--- config.mk ---
export PLATFORM = sky130hd
export DESIGN_NAME = multicycle_control_unit
export DESIGN_NICKNAME = d
export VERILOG_FILES = /design/src/rtl/multicycle_control_unit.sv
export SDC_FILE = /design/constraint.sdc
export NUM_CORES = 1
export LEC_CHECK = 0
export CAP_MARGIN = 25
export CELL_PAD_IN_SITES_DETAIL_PLACEMENT = 1
export CELL_PAD_IN_SITES_GLOBAL_PLACEMENT = 2
export CORE_ASPECT_RATIO = 1.25
export CORE_MARGIN = 1
export CORE_UTILIZATION = 30
export CTS_CLUSTER_SIZE = 10
export DETAILED_ROUTE_END_ITERATION = 8
export GPL_ROUTABILITY_DRIVEN = 0
export GPL_TIMING_DRIVEN = 0
export PLACE_DENSITY_LB_ADDON = 0.25
export SYNTH_ARGS = -nofsm -noshare
export SYNTH_HDL_FRONTEND = slang
export SYNTH_SLANG_ARGS = --single-unit
--- constraint.sdc ---
create_clock -name clk -period 8.7 [get_ports clk]
set_input_delay 2.61 -clock clk [delete_from_list [all_inputs] [get_ports clk]]
set_output_delay 2.61 -clock clk [all_outputs]
set_load 0.1 [all_outputs]
--- src/rtl/multicycle_control_unit.sv ---
// multicycle_control_unit: RV32I multi-cycle sequencer with memory handshake, stall, trap and retire counter.
package rv32i_pkg;
    typedef enum logic [6:0] {
        R_TYPE      = 7'b0110011,
        I_TYPE      = 7'b0010011,
        I_LOAD_TYPE = 7'b0000011,
        S_TYPE      = 7'b0100011,
        B_TYPE      = 7'b1100011,
        J_TYPE      = 7'b1101111,
        I_JALR_TYPE = 7'b1100111,
        U_AUI_TYPE  = 7'b0010111,
        U_LUI_TYPE  = 7'b0110111
    } RV32I_OPCODE_t;
endpackage

module multicycle_control_unit
    import rv32i_pkg::*;
#(
    parameter int TIMEOUT  = 15,
    parameter int RETIRE_W = 32
) (
    input  logic                clk,
    input  logic                rst,
    input  RV32I_OPCODE_t       opcode,
    input  logic                stall,
    input  logic                mem_ready,
    input  logic                trap_clear,
    output logic                imem_req,
    output logic                dmem_req,
    output logic                dmem_we,
    output logic                ir_wren,
    output logic                pc_wren,
    output logic                rf_wren,
    output logic [2:0]          state,
    output logic [RETIRE_W-1:0] retire_count,
    output logic                trap,
    output logic                timeout_err
);
    localparam int CW = TIMEOUT > 0 ? $clog2(TIMEOUT + 1) : 1;

    typedef enum logic [2:0] {
        FETCH     = 3'd0,
        DECODE    = 3'd1,
        EXECUTE   = 3'd2,
        MEMORY    = 3'd3,
        WRITEBACK = 3'd4,
        TRAP      = 3'd5
    } state_t;

    state_t              state_q, state_d;
    logic [CW-1:0]       wait_q, wait_d;
    logic [RETIRE_W-1:0] retire_q;
    logic                terr_q, terr_d;
    logic                legal, waiting, expired, retire;

    assign legal = opcode inside {R_TYPE, I_TYPE, I_LOAD_TYPE, S_TYPE, B_TYPE,
                                  J_TYPE, I_JALR_TYPE, U_AUI_TYPE, U_LUI_TYPE};

    // wait counter only runs while a request is outstanding; any other cycle zeroes it
    assign waiting = ((state_q == FETCH && !stall) || state_q == MEMORY) && !mem_ready;
    assign expired = (TIMEOUT > 0) && waiting && wait_q == CW'(TIMEOUT - 1);
    assign wait_d  = (waiting && !expired) ? wait_q + 1'b1 : '0;

    assign retire = (state_q == EXECUTE && opcode == B_TYPE)
                 || (state_q == MEMORY && mem_ready && opcode == S_TYPE)
                 || state_q == WRITEBACK;

    always_comb begin
        state_d = state_q;
        case (state_q)
            FETCH:     state_d = stall ? FETCH : mem_ready ? DECODE : expired ? TRAP : FETCH;
            DECODE:    state_d = legal ? EXECUTE : TRAP;
            EXECUTE:   state_d = (opcode == I_LOAD_TYPE || opcode == S_TYPE) ? MEMORY
                               : opcode == B_TYPE ? FETCH : WRITEBACK;
            MEMORY:    state_d = mem_ready ? (opcode == S_TYPE ? FETCH : WRITEBACK)
                               : expired ? TRAP : MEMORY;
            WRITEBACK: state_d = FETCH;
            TRAP:      state_d = trap_clear ? FETCH : TRAP;
            default:   state_d = FETCH;
        endcase
    end

    assign terr_d = expired ? 1'b1 : (state_q == TRAP && trap_clear) ? 1'b0 : terr_q;

    // strobes are masked while reset is asserted so an aborted instruction has no side effects
    assign imem_req = rst && state_q == FETCH && !stall;
    assign ir_wren  = imem_req && mem_ready;
    assign dmem_req = rst && state_q == MEMORY;
    assign dmem_we  = dmem_req && opcode == S_TYPE;
    assign pc_wren  = rst && retire;
    assign rf_wren  = rst && state_q == WRITEBACK;

    assign state        = state_q;
    assign trap         = state_q == TRAP;
    assign timeout_err  = terr_q;
    assign retire_count = retire_q;

    always_ff @(posedge clk) begin
        if (!rst) begin
            state_q  <= FETCH;
            wait_q   <= '0;
            retire_q <= '0;
            terr_q   <= 1'b0;
        end else begin
            state_q  <= state_d;
            wait_q   <= wait_d;
            retire_q <= retire ? retire_q + 1'b1 : retire_q;
            terr_q   <= terr_d;
        end
    end
endmodule

==> results of run 1 <==
[Yosys cell counts (3+ instances only)]
cell type / n
a21oi_1: 18
and2_1: 8
and3_1: 4
and4_1: 7
buf_2: 3
clkbuf_1: 7
dfxtp_1: 40
ha_1: 3
inv_1: 4
nand2_1: 18
nand2b_1: 8
nand3_1: 8
nand4_1: 7
nor2_1: 19
nor3_1: 4
o2111ai_1: 4
o211ai_1: 5
o21a_1: 3
o21ai_0: 14
o31ai_1: 5
o41ai_1: 3
or3_1: 13
or4_1: 5
xnor2_1: 4
xor2_1: 9
[power by group through the flow]
stage | logic, W | registers [W] | clock network (W)
after floorplan | 0.0000207 | 0.000197 | 0
after global placement | 0.0000418 | 0.000190 | 0
after detailed placement | 0.0000420 | 0.000190 | 0
after CTS | 0.0000421 | 0.000186 | 0.000176
after global routing | 0.0000449 | 0.000186 | 0.000183
final | 0.0000416 | 0.000186 | 0.000171
[layer usage]
metal	global-route usage (%)	vias to the layer above	part of all wire [%]
li1	-	1056	-
met1	21.7	1042	45
met2	33.5	49	51
met3	3.32	5	3.6
met4	4.87	0	0.93
met5	0	-	0
[critical path, cell delays in order]
cell,delay [ps]
clkdlybuf4s50_1,430
nand4bb_1,350
a2111oi_4,640
nor2_1,170
buf_2,230
nor2_1,100
clkdlybuf4s50_1,1140
[sequential cells by signal, indices dropped and copies added (netlist names)]
register	flops
retire_count	32
wait_q	4
state	3
timeout_err	1
[final cells by class]
class,instances,area [µm²]
flip-flops and latches,40,801
well taps,87,109
multi-input cells,194,1250
inverters,4,15.0
plain buffers,12,52.6
fillers,807,3810
repair buffers,53,531
clock inverters,1,30.0
clock buffers,7,96.3
[worst max-delay path by stage]
stage              start  endpoint  slack (ps)  cells past startpoint
2_1_floorplan      stall   ir_wren          90                      3
3_3_place_gp   opcode[2]   pc_wren         420                      7
3_5_place_dp   opcode[2]   pc_wren         400                      7
4_1_cts        opcode[2]   pc_wren         400                      7
5_1_grt        opcode[2]   pc_wren         280                      7
6_report       opcode[2]   pc_wren         410                      7
[metrics by stage]
step                      utilization [%]  instance area [µm²]
final                                43.1                 2880
after global routing                 43.1                 2880
after CTS                            43.1                 2880
after detailed placement             41.2                 2760
after global placement               41.2                 2760
after floorplan                         -                 2120
[cell families (layout without fill, tap and decap cells)]
family,Yosys count,after routing,share of synthesized area [%]
AO/OA/AOI/OAI,68,68,22.7
XOR/XNOR,13,13,5.38
adder cells (fa/ha/maj),3,3,1.77
buffers and inverters,16,77,3.19
flip-flops,40,40,37.8
AND/OR/NAND/NOR,110,110,29.2
==> reports/metrics.cfg, run 1 <==
[finish]
syn_to_final_growth_pct=36.2
layout.cells.non_filler=398
final_common_cell=clkdlybuf4s50_1
final_cell_mix=clkdlybuf4s50_1, dfxtp_1, nor2_1, nand2_1, a21oi_1
drive_gt1_share_pct=6.11
antenna_cells=0
fin_nets=325

[clocking]
numCtsBuffers=5
cts-root-buf=clkbuf_8
insertion_delay_ps=300
cts_htree_levels=2
ctsLongestPathBuffers=2
ctsResizeCount=0
holdBufCountCts=0
cts.sinks=40
clkTransAtPathRegs_ps=80
post_cts_buffers=0
cts_tree=built

[worst_setup_path]
cp-start-kind=primary input
reg2reg_depth=6
crit_required_ps=6090
r2r-end=retire_count[30]
cp.arrival_ps=5680
crit_path_end_kind=output pin
worstSetupPathType=primary input to output pin
worst_r2r_startpoint=state[1]
critPathMaxFanout=10
reg2reg_slack_ps=6300

[die]
io_pins=55
start_util_pct=31.6
die_w_um=77.1
num_rows=33
die_h_um=95.9
fp.coreArea_mm2=0.00669
die_area_mm2=0.00739

[timing]
holdWs_ps=461
min_period_ps=8290
layout_setup_ws_ps=410
rsz0062_at_grt=no
max_slew_margin_pct=34.2
worstMarginPinSlew_ps=984
period_share_pct=95.3
fmax_ghz=0.121
finalMaxSlewViolations=0
clock_skew_ps=9.54
setup_tns_ps=0
setup-violations-final=0
hold_viol=0

[flow_run]
max_cap_viol_count=0

[drt]
firstDrtPassIters=4
vias_per_cell=5.41
antenna_left=0
drc_errors=0
drt_iter0_drc=68
vias=2152
wirelength_um=6130
wire_per_inst_um=15.4

[global_routing]
grt_pass1_wl_um=10700
grtUsageTotal_pct=18.2
grt_max_degree=13
grt.overflow.total=0
grt_pass1_vias=2172
antenna_found_initial=0

[power_and_ir_drop]
total_power_w=0.000399
power.share.combinational_pct=10.4
internal_power_w=0.000298
p_sw_share_pct=25.3
ir_drop_v=0.0000744
clockPowerShare_pct=43.0
power_density_mw_per_mm2=138
p_switching_w=0.000101
seq_power_share_pct=46.6
leakagePower_nw=0.914

[synth]
netlist_instances=250
yosysTopAreaCell=dfxtp_1
synth_edf_count=0
yosys_warnings=0
synthFlopType=dfxtp_1
synth_seq_area_share_pct=37.8
syn-num-nets=265
synthArstFlopShare_pct=0
syn_area_mm2=0.00212
synthTopCellsByArea=dfxtp_1, a21oi_1, or3_1, xor2_1, nor2_1
ys_types=47
yosysTopAreaCellShare_pct=37.8
yosys_register_bits=40
synth.avg_cell_area_um2=8.46

[min_path]
min-delay-start=wait_q[0]
hold_class=flip-flop to flip-flop
hold_end=wait_q[0]
whs_path_depth=1

[placed_design]
place_inst=390
dp_hpwl_um=4520
dp_slack_ps=399
port-buffer-count=53

[outcome]
status=completed

Power figures use the tool's default switching activity.
==> run 2, diff against run 1 <==
CTS_CLUSTER_SIZE = unset   (was 10)
==> results of run 2 <==
Same layout as run 1: the final DEF is identical, and so are final timing and power.
==> run 3, diff against run 2 <==
TNS_END_PERCENT = 5   (was unset)
==> results of run 3 <==
Same layout as run 1: the final DEF is identical, and so are final timing and power.
==> variant, RTL diff (config.mk and constraints of run 2) <==
Set the parameter `RETIRE_W` to 64 (it was 32).
--- a/src/rtl/multicycle_control_unit.sv
+++ b/src/rtl/multicycle_control_unit.sv
@@ -19,3 +19,3 @@
     parameter int TIMEOUT  = 15,
-    parameter int RETIRE_W = 32
+    parameter int RETIRE_W = 64
 ) (
Interface: changed (resized retire_count); port bits go from 55 to 87. No check against the original RTL was run, so the function may have changed too.
==> variant against run 2 <==
Non-clock buffer count grew 44. Sequential cell count is 32 higher. Setup slack gained 0.11 ns. First-iteration DRC count increased by 54%. Routed wire length grew 110%. Critical endpoint unchanged. Cell area grew 77%. Sequential share of layout area grew 0.52 points. Synthesized area increased by 77%. Synthesized cell count rose by 84%. Total power up 84%.
==> variant: results <==
status:
  status: "finished, final reports clean"
drt:
  routed_wl_um: 12800
  drtIter0Drc: 105
  routed_via_density: 5.42
  wl_met3_um: 424
  met1_length_um: 5850
synthesis:
  synthTopCellsByArea: "dfxtp_1 (38%), nand2_1 (4.3%), nor2_1 (3.8%), a21oi_1 (3.6%), or3_1 (3.5%)"
  synth_seq_area_share_pct: 38.4
  synth_cell_types: 44
  synth_common_cells: "dfxtp_1 (72), nand2_1 (43), nor2_1 (38), a21oi_1 (27)"
critical_path:
  r2r_slack_ns: 5.75
  crit_arrival_ns: 5.57
  r2r_cells: 7
  r2r-start: "state[2]$_SDFF_PN0_"
  r2r-end: "retire_count[55]$_SDFFE_PN0N_"
grt:
  grt_pass1_wl_um: 21000
  grt.total_usage_pct: 20.8
  grt_pass1_vias: 4036
  grt_util_met1_pct: 26.0
  grt_max_degree: 11
  met3_usage_pct: 3.94
  use_met2_pct: 36.2
cts:
  numCtsBuffers: 9
  clockRootBuffer: "clkbuf_16"
  clkTransAtPathRegs_ns: 0.05
  h-tree-depth: 3
  clock_latency_ns: 0.33
timing:
  slew-limit-headroom_pct: 31.5
  skew_ns: 0.00482
placement:
  io_buffers: 85
  dp_hpwl_um: 9310
finish:
  largest_register_ffs: 64
  nNetsFinal: 572
  fill_cells: 1494
power_and_ir_drop:
  swShare_pct: 23.9
  leakage_nw: 1.55
  clk-power_mw: 0.353
  ir_drop_v: 0.0000778
  p_comb_mw: 0.0477
min_path:
  hold_start: "wait_q[0]$_SDFF_PN0_"
## variant: cell families after synthesis
| kind of cell | share of synthesized area (%) |
|---|---|
| XOR/XNOR | 4.43 |
| multiplexers | 1.33 |
| buffers and inverters | 3.30 |
| adder cells (fa/ha/maj) | 1.00 |
| AO/OA/AOI/OAI | 19.8 |
| flip-flops | 38.4 |
| AND/OR/NAND/NOR | 31.8 |
## variant: worst max-delay path, cell delays in order
cell and delay, ns:
clkdlybuf4s50_1 0.44, nand4bb_1 0.34, a2111oi_4 0.79, nor2_1 0.17, clkbuf_1 0.30, nor2_1 0.15, dlymetal6s2s_1 0.75
## variant: worst max path at each step
stage                   start       to  slack, ns  depth (start not counted)
detailed placement  opcode[2]  pc_wren       0.11                          7
finish              opcode[2]  pc_wren       0.52                          7
CTS                 opcode[2]  pc_wren       0.08                          7
global placement    opcode[6]  pc_wren       0.11                          7
global route        opcode[2]  pc_wren       0.35                          7
floorplan                 rst  dmem_we       0.60                          5
## variant: area by class of cell
class | instances | area (µm²) | share of cell area (%)
plain buffers | 24 | 93.8 | 1.84
clock buffers | 14 | 274 | 5.38
inverters | 8 | 30.0 | 0.590
multi-input cells | 357 | 2190 | 43.1
flip-flops and latches | 72 | 1440 | 28.3
well taps | 164 | 205 | 4.03
repair buffers | 85 | 853 | 16.8
## variant: stage by stage
stage | power (mW) | instances | setup slack (ns) | hold WS, ns | instance area [µm²]
2_1_floorplan | 0.370 | 461 | 0.595 | 0.430 | 3760
3_3_place_gp | 0.388 | 710 | 0.111 | 0.442 | 4810
3_5_place_dp | 0.388 | 710 | 0.111 | 0.460 | 4810
4_1_cts | 0.743 | 724 | 0.0816 | 0.473 | 5090
5_1_grt | 0.761 | 724 | 0.354 | 0.488 | 5090
6_report | 0.734 | 724 | 0.524 | 0.464 | 5090
